===== src/rtl/serv_immdec.sv =====
// serv_immdec: captures instruction fields and shifts the sign-extended immediate out LSB first
module serv_immdec #(
  parameter int SHARED_RFADDR_IMM_REGS = 1
) (
  input  logic        i_clk,
  input  logic        i_rst_n,
  input  logic        i_cnt_en,
  input  logic        i_cnt_done,
  input  logic [3:0]  i_immdec_en,
  input  logic        i_csr_imm_en,
  input  logic [3:0]  i_ctrl,
  input  logic        i_wb_en,
  input  logic [24:0] i_wb_rdt,
  output logic [4:0]  o_rd_addr,
  output logic [4:0]  o_rs1_addr,
  output logic [4:0]  o_rs2_addr,
  output logic        o_csr_imm,
  output logic        o_imm
);
  logic       r_imm31;
  logic [8:0] r_imm19_12_20;
  logic       r_imm7;
  logic [5:0] r_imm30_25;
  logic [4:0] r_imm24_20;
  logic [4:0] r_imm11_7;
  logic       w_sign;
  logic       w_msb19;
  logic       w_msb30;
  always_comb begin
    w_sign  = r_imm31 & ~i_csr_imm_en;
    w_msb19 = i_ctrl[3] ? w_sign : r_imm24_20[0];
    w_msb30 = i_ctrl[2] ? r_imm7 : i_ctrl[1] ? w_sign : r_imm19_12_20[0];
  end
  // i_wb_rdt[k] is instruction bit k+7
  always_ff @(posedge i_clk) begin
    if (!i_rst_n) begin
      r_imm31       <= 1'b0;
      r_imm19_12_20 <= '0;
      r_imm7        <= 1'b0;
      r_imm30_25    <= '0;
      r_imm24_20    <= '0;
      r_imm11_7     <= '0;
    end else if (i_wb_en) begin
      r_imm31       <= i_wb_rdt[24];
      r_imm19_12_20 <= {i_wb_rdt[12:5], i_wb_rdt[13]};
      r_imm7        <= i_wb_rdt[0];
      r_imm30_25    <= i_wb_rdt[23:18];
      r_imm24_20    <= i_wb_rdt[17:13];
      r_imm11_7     <= i_wb_rdt[4:0];
    end else if (i_cnt_en) begin
      r_imm7 <= w_sign;
      if (i_immdec_en[1]) r_imm19_12_20 <= {w_msb19, r_imm19_12_20[8:1]};
      if (i_immdec_en[3]) r_imm30_25    <= {w_msb30, r_imm30_25[5:1]};
      if (i_immdec_en[2]) r_imm24_20    <= {r_imm30_25[0], r_imm24_20[4:1]};
      if (i_immdec_en[0]) r_imm11_7     <= {r_imm30_25[0], r_imm11_7[4:1]};
    end
  end
  if (SHARED_RFADDR_IMM_REGS == 1) begin : g_shared
    assign o_rd_addr  = r_imm11_7;
    assign o_rs1_addr = r_imm19_12_20[8:4];
    assign o_rs2_addr = r_imm24_20;
  end else begin : g_unshared
    assign o_rd_addr  = '0;
    assign o_rs1_addr = '0;
    assign o_rs2_addr = '0;
  end
  assign o_csr_imm = r_imm19_12_20[4];
  assign o_imm     = i_cnt_done ? w_sign : (i_ctrl[0] ? r_imm11_7[0] : r_imm24_20[0]);
endmodule


===== config.mk =====
export PLATFORM = sky130hd
export DESIGN_NAME = serv_immdec
export DESIGN_NICKNAME = d
export VERILOG_FILES = /design/src/rtl/serv_immdec.sv
export SDC_FILE = /design/constraint.sdc
export NUM_CORES = 1
export LEC_CHECK = 0
export ABC_CLOCK_PERIOD_IN_PS = 1200
export BUFFER_PORTS_ARGS = -buffer_cell sky130_fd_sc_hd__buf_4
export CAP_MARGIN = 20
export CELL_PAD_IN_SITES_DETAIL_PLACEMENT = 1
export CELL_PAD_IN_SITES_GLOBAL_PLACEMENT = 2
export CORE_MARGIN = 2
export CORE_UTILIZATION = 26
export DETAILED_ROUTE_END_ITERATION = 8
export PLACE_DENSITY = 0.78
export SLEW_MARGIN = 25
export SYNTH_ARGS = -nofsm -noshare
export SYNTH_HDL_FRONTEND = slang
export SYNTH_SLANG_ARGS = --single-unit

===== constraint.sdc =====
create_clock -name i_clk -period 1.2 [get_ports i_clk]
set_clock_uncertainty 0.15 [all_clocks]
set_input_delay 0.24 -clock i_clk [delete_from_list [all_inputs] [get_ports i_clk]]
set_output_delay 0.24 -clock i_clk [all_outputs]
set_load 0.02 [all_outputs]

==> reports/metrics.cfg, run 1 <==
[worst_setup_path]
crit_type = register to primary output
cp-end-kind = primary output
critPathMaxFanout = 3
start_kind = register
required_ns = 0.81
worstPathArrival_ns = 1.09

[sta]
hold_viol_final = 0
setup_slack_ns = -0.2807
min_period_ns = 1.481
slew_headroom_pct = 80.37
fmax_ghz = 0.6754
drv_slew = 0
worst_pin_slew_ns = 0.2913
fin_crit_sh_pct = 123.4
fin_tns_setup_ns = -0.5817
setup_viol = 4
rsz0062_at_grt = true

[clock_tree]
cts_tree = built
max-clock-path-buffers = 2
htree_levels = 1
cts-root-buf = clkbuf_8
numCtsBuffers = 3
clk_latency_ns = 0.27
clk_pin_slew_ns = 0.09
holdBufCountCts = 0
cts_sinks = 27

[global_routing]
grt_pass1_vias = 1122
grt_start_max_net_pins = 23
grt_pass1_wl_mm = 5.361
grt-ovfl-total = 0
grt_use_total_pct = 12.94
antenna_found_initial = 0

[pwr]
p_int_mw = 1.460
p_seq_share_pct = 50.6
p_switching_uw = 555.0
cellLeakagePower_nw = 0.9073
combPwrFrac_pct = 23.6
power.density_mw_per_mm2 = 1073
irDropWorstVdd_mv = 0.3907
switching_share_pct = 27.54
pwr-share-clk_pct = 25.8

[cells_and_area]
nNetsFinal = 231
antenna_cells = 0
final_common_cell = buf_4
final_cell_mix = buf_4 (60), a21oi_1 (27), mux2i_1 (26)
fin_area_mm2 = 0.001878
fill_cells = 539
syn2layout_area_growth_pct = 47.88
drive_gt1_share_pct = 49.21

[min_path]
hold_path_class = input pin to register

[die]
die_h_um = 73.89
initial_core_util_pct = 26.89
die_w_um = 73.89
io_pins = 56
fp.dieArea_mm2 = 0.005460
fp.coreArea_mm2 = 0.004723
rows = 25

[yosys]
syn_nets = 174
synth_cell_types = 22
synth.top_cell.area_share_pct = 42.56
synth_cells = 135
syn_area_per_cell_um2 = 9.407
synth_warnings = 0
synth_area_leaders = dfxtp_1 (43%), mux2i_1 (20%), a21oi_1 (11%)
synth_top_area_cell = dfxtp_1
syn-cell-area_mm2 = 0.001270
ys_ff_latch = 27
ys_seq_area_share_pct = 42.56

[placed_design]
placed_cell_area_mm2 = 0.001742
globalplace.congestion = 0.8516
hpwl_mm = 2.735
portBuffers = 55

[routing]
num_vias = 1167
drtPass1Iterations = 4
avgViaCountPerCell = 4.523
wire_per_inst_um = 13.83
drc = 0
routed_wl_mm = 3.567
ant_nets = 0
drt_iter0_drc = 28

[flow_run]
cap_violations = 0

[run_status]
outcome = complete, but fails checks
violations = setup timing

## metal layers
| layer | global-route usage [%] | share of wire [%] |
|---|---|---|
| met1 | 16.49 | 45 |
| met4 | 5.455 | 1.3 |
| met2 | 21.43 | 49 |
| met3 | 2.195 | 4.5 |
| met5 | 0 | 0 |
## state kept, by name, indices dropped and copies added, names as in the netlist
| name | flops |
|---|---|
| r_imm19_12_20 | 9 |
| r_imm30_25 | 6 |
| o_rd_addr | 5 |
| o_rs2_addr | 5 |
| r_imm31 | 1 |
| r_imm7 | 1 |
## power groups by stage
| stage | clock [mW] | sequential [mW] | combinational, mW |
|---|---|---|---|
| after floorplan | 0 | 1.05 | 0.218 |
| after global placement | 0 | 1.03 | 0.440 |
| after detailed placement | 0 | 1.03 | 0.450 |
| after CTS | 0.535 | 1.02 | 0.475 |
| after global routing | 0.565 | 1.03 | 0.517 |
| final | 0.520 | 1.02 | 0.476 |
## cell usage after synthesis (all sizes together)
library cell   n
o21ai         24
buf           10
nand2          5
nand3b         1
nand3          1
clkbuf         3
nor2           1
a211oi         1
and2b          1
a311o          1
nand2b         1
a21oi         27
dfxtp         27
o41ai          1
mux2i         26
inv            3
nor2b          2
## worst paths after layout
path                            cells after the start          from  slack [ns]          endpoint
worst max-delay path                                4       r_imm31       -0.28             o_imm
worst min-delay path                                3  i_wb_rdt[12]        0.06  r_imm19_12_20[8]
worst max register to register                      5       r_imm31       -0.17  r_imm19_12_20[8]
worst min register to register                      2       r_imm31        0.37           r_imm31
## cell families after synthesis
family                 share of synthesized area [%]
buffers and inverters                          7.684
DFF                                            42.56
AOI/OAI and AO/OA                              22.17
muxes                                          20.49
and+or+nand+nor                                7.093
## area by class of cell
type | instances | area (µm²) | share of cell area (%)
multi-input cells | 92 | 661.9 | 35.24
clock buffers | 4 | 45.04 | 2.398
repair buffers | 65 | 515.5 | 27.45
well taps | 67 | 83.83 | 4.464
inverters | 3 | 11.26 | 0.5996
flip-flops and latches | 27 | 560.5 | 29.85
## what timing repair did
| action | 4_1_cts | 5_1_grt |
|---|---|---|
| endpoints found under the setup margin | 13 | 9 |
| cloned | 0 | 0 |
| buffers inserted | 4 | 1 |
| pin swaps | 4 | 2 |
| gates resized for setup | 20 | 7 |
## worst max-delay path, stage by stage, from the launching register on
cell,delay [ns]
dfxtp_2,0.34
and2b_2,0.22
nand2_2,0.08
o21ai_2,0.06
buf_6,0.13
## stage by stage
step | hold slack, ns | utilization (%) | std cells | setup WS, ns | total power [mW]
floorplan | 0.1926 | - | 135 | 0.008666 | 1.269
global placement | 0.3243 | 36.87 | 250 | -0.02504 | 1.470
detailed placement | 0.3357 | 36.87 | 250 | -0.07875 | 1.484
CTS | 0.05103 | 39.47 | 258 | -0.2497 | 2.029
global route | 0.06348 | 39.76 | 258 | -0.3054 | 2.111
finish | 0.05614 | 39.76 | 258 | -0.2807 | 2.015
No activity file was read; power rests on OpenSTA's default activity.
==> inputs of run 2 (changes only) <==
- CORE_UTILIZATION: 26 -> 25
- PLACE_DENSITY: 0.78 -> 0.76
==> reports/metrics.cfg, run 2 (synthesized netlist as in run 1, its figures left out) <==
[pwr]
p_int_mw = 1.461  ; about the same
finalPower_mw = 2.020  ; +0.26%
irDropWorstVdd_mv = 0.4033  ; +3.2%
power.density_mw_per_mm2 = 1074  ; about the same
combPwrFrac_pct = 23.7  ; about the same
p_seq_share_pct = 50.4  ; -0.2 points
cellLeakagePower_nw = 0.9055  ; -0.20%
p_switching_uw = 558.9  ; +0.70%
pwr-share-clk_pct = 25.9  ; about the same
switching_share_pct = 27.67  ; +0.12 points

[clock_tree]
numCtsBuffers = 3  ; unchanged
clk_pin_slew_ns = 0.10  ; about the same
clk_latency_ns = 0.27  ; about the same
cts_tree = built
cts_sinks = 27  ; unchanged
cts-root-buf = clkbuf_8
max-clock-path-buffers = 2  ; unchanged
htree_levels = 1  ; unchanged

[worst_setup_path]
worstPathCellList = and2b_1 -> nand2_1 -> o21ai_2 -> buf_6
start_kind = register
critPathMaxFanout = 2  ; -1
required_ns = 0.81  ; about the same
path_buf_inv = 1  ; unchanged
crit_family = flip-flops
cpPeakStageDelay_ns = 0.33  ; about the same
cp-end-kind = primary output
worstPathArrival_ns = 1.09  ; about the same
crit_type = register to primary output
slowest_stage = dfxtp_2

[sta]
slew_headroom_pct = 80.49  ; +0.12 points
min_period_ns = 1.476  ; -0.004907 ns
fin_crit_sh_pct = 123.0  ; -0.41 points
hold_viol_final = 0  ; unchanged
hold_slack_ns = 0.07085  ; +0.01471 ns
drv_slew = 0  ; unchanged
setup_slack_ns = -0.2757  ; +0.004907 ns
setup_viol = 4  ; unchanged
fmax_ghz = 0.6776  ; +0.33%
rsz0062_at_grt = true
worst_pin_slew_ns = 0.2896  ; -0.001757 ns

[cells_and_area]
final_cell_mix = buf_4 (56), mux2i_1 (26), a21oi_1 (26)
fin_area_mm2 = 0.001882  ; +0.20%
largest_reg_flops = 9  ; unchanged
post-route-util_pct = 39.06  ; -0.70 points
finalNonFillerCells = 257  ; -0.39%
antenna_cells = 0  ; unchanged
largest_registers = r_imm19_12_20 (9), r_imm30_25 (6)
final_common_cell = buf_4
drive_gt1_share_pct = 47.89  ; -1.3 points
largest_register = r_imm19_12_20
nNetsFinal = 230  ; -0.43%
fill_cells = 582  ; +8.0%
syn2layout_area_growth_pct = 48.18

[run_status]
outcome = complete, but fails checks
violations = setup timing

[routing]
drt_iter0_drc = 28  ; unchanged
drc = 0  ; unchanged
wire_per_inst_um = 14.11  ; +2.1%
ant_nets = 0  ; unchanged
drtPass1Iterations = 3  ; -1
num_vias = 1171  ; +0.34%
avgViaCountPerCell = 4.556  ; +0.73%
routed_wl_mm = 3.627  ; +1.7%

[global_routing]
grt_pass1_wl_mm = 5.223  ; -2.6%
grt_use_total_pct = 12.41  ; -0.53 points
grt_start_max_net_pins = 48  ; +110%
grt-ovfl-total = 0  ; unchanged
antenna_found_initial = 0  ; unchanged
grt_pass1_vias = 1165  ; +3.8%

[die]
die_h_um = 75.28  ; +1.9%
rows = 25  ; unchanged
die_w_um = 75.28  ; +1.9%
fp.dieArea_mm2 = 0.005666  ; +3.8%
io_pins = 56  ; unchanged
initial_core_util_pct = 26.36  ; -0.52 points
fp.coreArea_mm2 = 0.004817  ; +2.0%

[placed_design]
placed_cells = 248  ; -0.80%
hpwl_mm = 2.665  ; -2.6%
globalplace.congestion = 0.7645  ; -10%
portBuffers = 55  ; unchanged
placed_cell_area_mm2 = 0.001727  ; -0.86%

[min_path]
hold_path_class = input pin to register

[flow_run]
cap_violations = 0  ; unchanged

## run 2: power groups by stage
stage | logic [mW] | registers, mW | clock network (mW)
finish | 0.479 | 1.02 | 0.523
global route | 0.517 | 1.03 | 0.586
CTS | 0.464 | 1.02 | 0.549
detailed placement | 0.447 | 1.03 | 0
global placement | 0.436 | 1.03 | 0
floorplan | 0.218 | 1.05 | 0
## run 2: final cells by class
class                      instances  area, µm²  area share [%]
clock buffer                       4      45.04           2.394
inverter                           3      11.26          0.5984
multi-input combinational         92      659.4           35.04
sequential                        27      563.0           29.92
tap                               67      83.83           4.455
timing repair buffer              64      519.2           27.59
## run 2: what timing repair did
action | 4_1_cts | 5_1_grt
gates resized for setup | 18 | 10
pin swaps | 1 | 4
buffers inserted | 3 | 2
endpoints found under the setup margin | 15 | 10
hold buffers | 0 | 0
## run 2: tightest hold or removal path: cells and delay by family
family | cells | cell delay (ns)
AND/OR/NAND/NOR | 1 | 0.09
buffers and inverters | 1 | 0.08
AO/OA/AOI/OAI | 1 | 0.06
## run 2: path summary, 6_finish.rpt
check                           slack (ns)  cells after the start              from          endpoint
worst max-delay path                 -0.28                      4           r_imm31             o_imm
worst min-delay path                  0.07                      3      i_wb_rdt[12]  r_imm19_12_20[8]
worst max register to register       -0.10                      5           r_imm31  r_imm19_12_20[8]
worst min register to register        0.40                      2  r_imm19_12_20[1]  r_imm19_12_20[0]
## run 2: stage by stage
step	setup TNS, ns	setup WS (ns)
finish	-0.4243	-0.2757
global route	-0.5880	-0.3056
CTS	-0.2881	-0.2430
detailed placement	-0.1012	-0.07964
global placement	-0.02293	-0.02290
floorplan	0	0.008666
## run 2: metal layers
layer,global-route usage [%],part of all wire (%),vias to the layer above,wire length [µm]
li1,-,-,589,-
met1,15.17,43,548,1554
met2,21.44,52,30,1882
met3,1.740,3.7,4,136
met4,5.848,1.5,0,53
met5,0,0,-,0
==> inputs of run 3 (changes only) <==
- HOLD_SLACK_MARGIN: not set -> 0.03
- PLACE_DENSITY: 0.76 -> 0.85
==> reports/metrics.cfg, run 3 (synthesized netlist as in run 1, its figures left out) <==
[clock_tree]
cts-root-buf = clkbuf_8
cts_tree = built
max-clock-path-buffers = 2  ; unchanged
numCtsBuffers = 3  ; unchanged
holdBufCountCts = 0  ; unchanged
htree_levels = 1  ; unchanged
clk_latency_ns = 0.27  ; about the same
clk_pin_slew_ns = 0.10  ; about the same
cts_sinks = 27  ; unchanged

[pwr]
power.density_mw_per_mm2 = 1050  ; -2.2%
irDropWorstVdd_mv = 0.4950  ; +23%
finalPower_mw = 2.024  ; +0.19%
cellLeakagePower_nw = 0.9391  ; +3.7%

[routing]
num_vias = 1190  ; +1.6%
drt_iter0_drc = 23  ; -18%
drtPass1Iterations = 3  ; unchanged
ant_nets = 0  ; unchanged
routed_wl_mm = 3.550  ; -2.1%
avgViaCountPerCell = 4.525  ; -0.70%
wire_per_inst_um = 13.50  ; -4.4%
drc = 0  ; unchanged

[cells_and_area]
antenna_cells = 0  ; unchanged
fin_area_mm2 = 0.001928  ; +2.5%
largest_reg_flops = 9  ; unchanged
regArea_um2 = 563.0  ; unchanged
final_cell_mix = buf_4 (61), a21oi_1 (27), mux2i_1 (26)
drive_gt1_share_pct = 49.49  ; +1.6 points
largest_register = r_imm19_12_20
fill_cells = 578  ; -0.69%
syn2layout_area_growth_pct = 51.82
final_common_cell = buf_4
post-route-util_pct = 40.03  ; +0.96 points
multi_input_area_um2 = 655.6  ; -0.57%
largest_registers = r_imm19_12_20 (9), r_imm30_25 (6)
nNetsFinal = 236  ; +2.6%

[worst_setup_path]
cp-end-kind = primary output
r2r_end = r_imm19_12_20[8]
worst-r2r-setup-slack_ns = -0.11  ; about the same
crit_type = register to primary output
critPathMaxFanout = 2  ; unchanged
worstPathArrival_ns = 1.03  ; -0.06 ns
start_kind = register
reg2reg_from = r_imm31
worst-r2r-cell-count = 5  ; unchanged
required_ns = 0.81  ; about the same

[die]
die_h_um = 75.28  ; unchanged
fp.dieArea_mm2 = 0.005666  ; unchanged
fp.coreArea_mm2 = 0.004817  ; unchanged
initial_core_util_pct = 26.36  ; unchanged
io_pins = 56  ; unchanged
rows = 25  ; unchanged
die_w_um = 75.28  ; unchanged

[sta]
fin_tns_setup_ns = -0.5911  ; -0.1668 ns
fmax_ghz = 0.7047  ; +4.0%
setup_slack_ns = -0.2190  ; +0.05679 ns
fin_crit_sh_pct = 118.2  ; -4.7 points
hold_viol_final = 0  ; unchanged
slew_headroom_pct = 81.61  ; +1.1 points
hold_slack_ns = 0.06088  ; -0.009967 ns
drv_slew = 0  ; unchanged
worst_pin_slew_ns = 0.2730  ; -0.01657 ns
rsz0062_at_grt = true
min_period_ns = 1.419  ; -0.05679 ns
setup_viol = 6  ; +2

[global_routing]
grt_pass1_wl_mm = 5.754  ; +10%
antenna_found_initial = 0  ; unchanged
grt_use_total_pct = 13.13  ; +0.72 points
grt_pass1_vias = 1260  ; +8.2%
grt-ovfl-total = 0  ; unchanged
grt_start_max_net_pins = 24  ; -50%

[min_path]
min_to = r_imm19_12_20[8]
whs_path_depth = 3  ; unchanged
min_from = i_wb_rdt[12]
hold_path_class = input pin to register

[placed_design]
portBuffers = 55  ; unchanged
hpwl_mm = 2.718  ; +2.0%
globalplace.congestion = 0.7668  ; +0.30%
placed_cell_area_mm2 = 0.001757  ; +1.7%

[run_status]
outcome = complete, but fails checks
violations = setup timing

[flow_run]
cap_violations = 0  ; unchanged

[run 3: metal layers]
| metal | vias to the layer above | part of all wire (%) | GRT usage (%) |
|---|---|---|---|
| met3 | 2 | 3.7 | 0.9371 |
| li1 | 611 | - | - |
| met2 | 27 | 49 | 23.78 |
| met5 | - | 0 | 0 |
| met1 | 550 | 46 | 16.56 |
| met4 | 0 | 0.96 | 4.094 |
[run 3: repair_timing]
action,in CTS,in global routing
setup buffers,5,4
resized for setup,14,16
pin swaps,4,5
setup endpoints to repair,9,16
cloned,0,0
[run 3: worst max path at each step]
stage                         end          start  slack [ns]  depth (start not counted)
floorplan                   o_imm  o_rs2_addr[0]       0.009                          2
global placement            o_imm   i_csr_imm_en       -0.03                          5
detailed placement  o_rs2_addr[3]        i_wb_en       -0.06                          5
CTS                         o_imm        r_imm31       -0.21                          4
global route                o_imm        r_imm31       -0.27                          4
finish                      o_imm        r_imm31       -0.22                          4
[run 3: cell type report]
type	count	area share, %
clock inverters	1	0.2596
clock buffers	3	2.141
well taps	67	4.348
repair buffers	70	29.46
multi-input cells	92	34.00
flip-flops and latches	27	29.20
inverters	3	0.5840
[run 3: critical path, cell delays in order, from the launching register on]
cell	delay (ns)
dfxtp_2	0.33
and2b_1	0.17
nand2_1	0.08
o21ai_2	0.05
buf_6	0.13
[run 3: through the flow]
step           worst slack (ns)  instances
3_3_place_gp           -0.02687        252
5_1_grt                 -0.2721        263
2_1_floorplan          0.008666        135
4_1_cts                 -0.2098        261
3_5_place_dp           -0.05619        252
6_report                -0.2190        263
[run 3: power breakdown]
part           internal, mW  switching, mW  total (mW)
logic                 0.268          0.227       0.495
registers             0.970         0.0495        1.02
clock network         0.232          0.278       0.510
total                  1.47          0.554        2.02
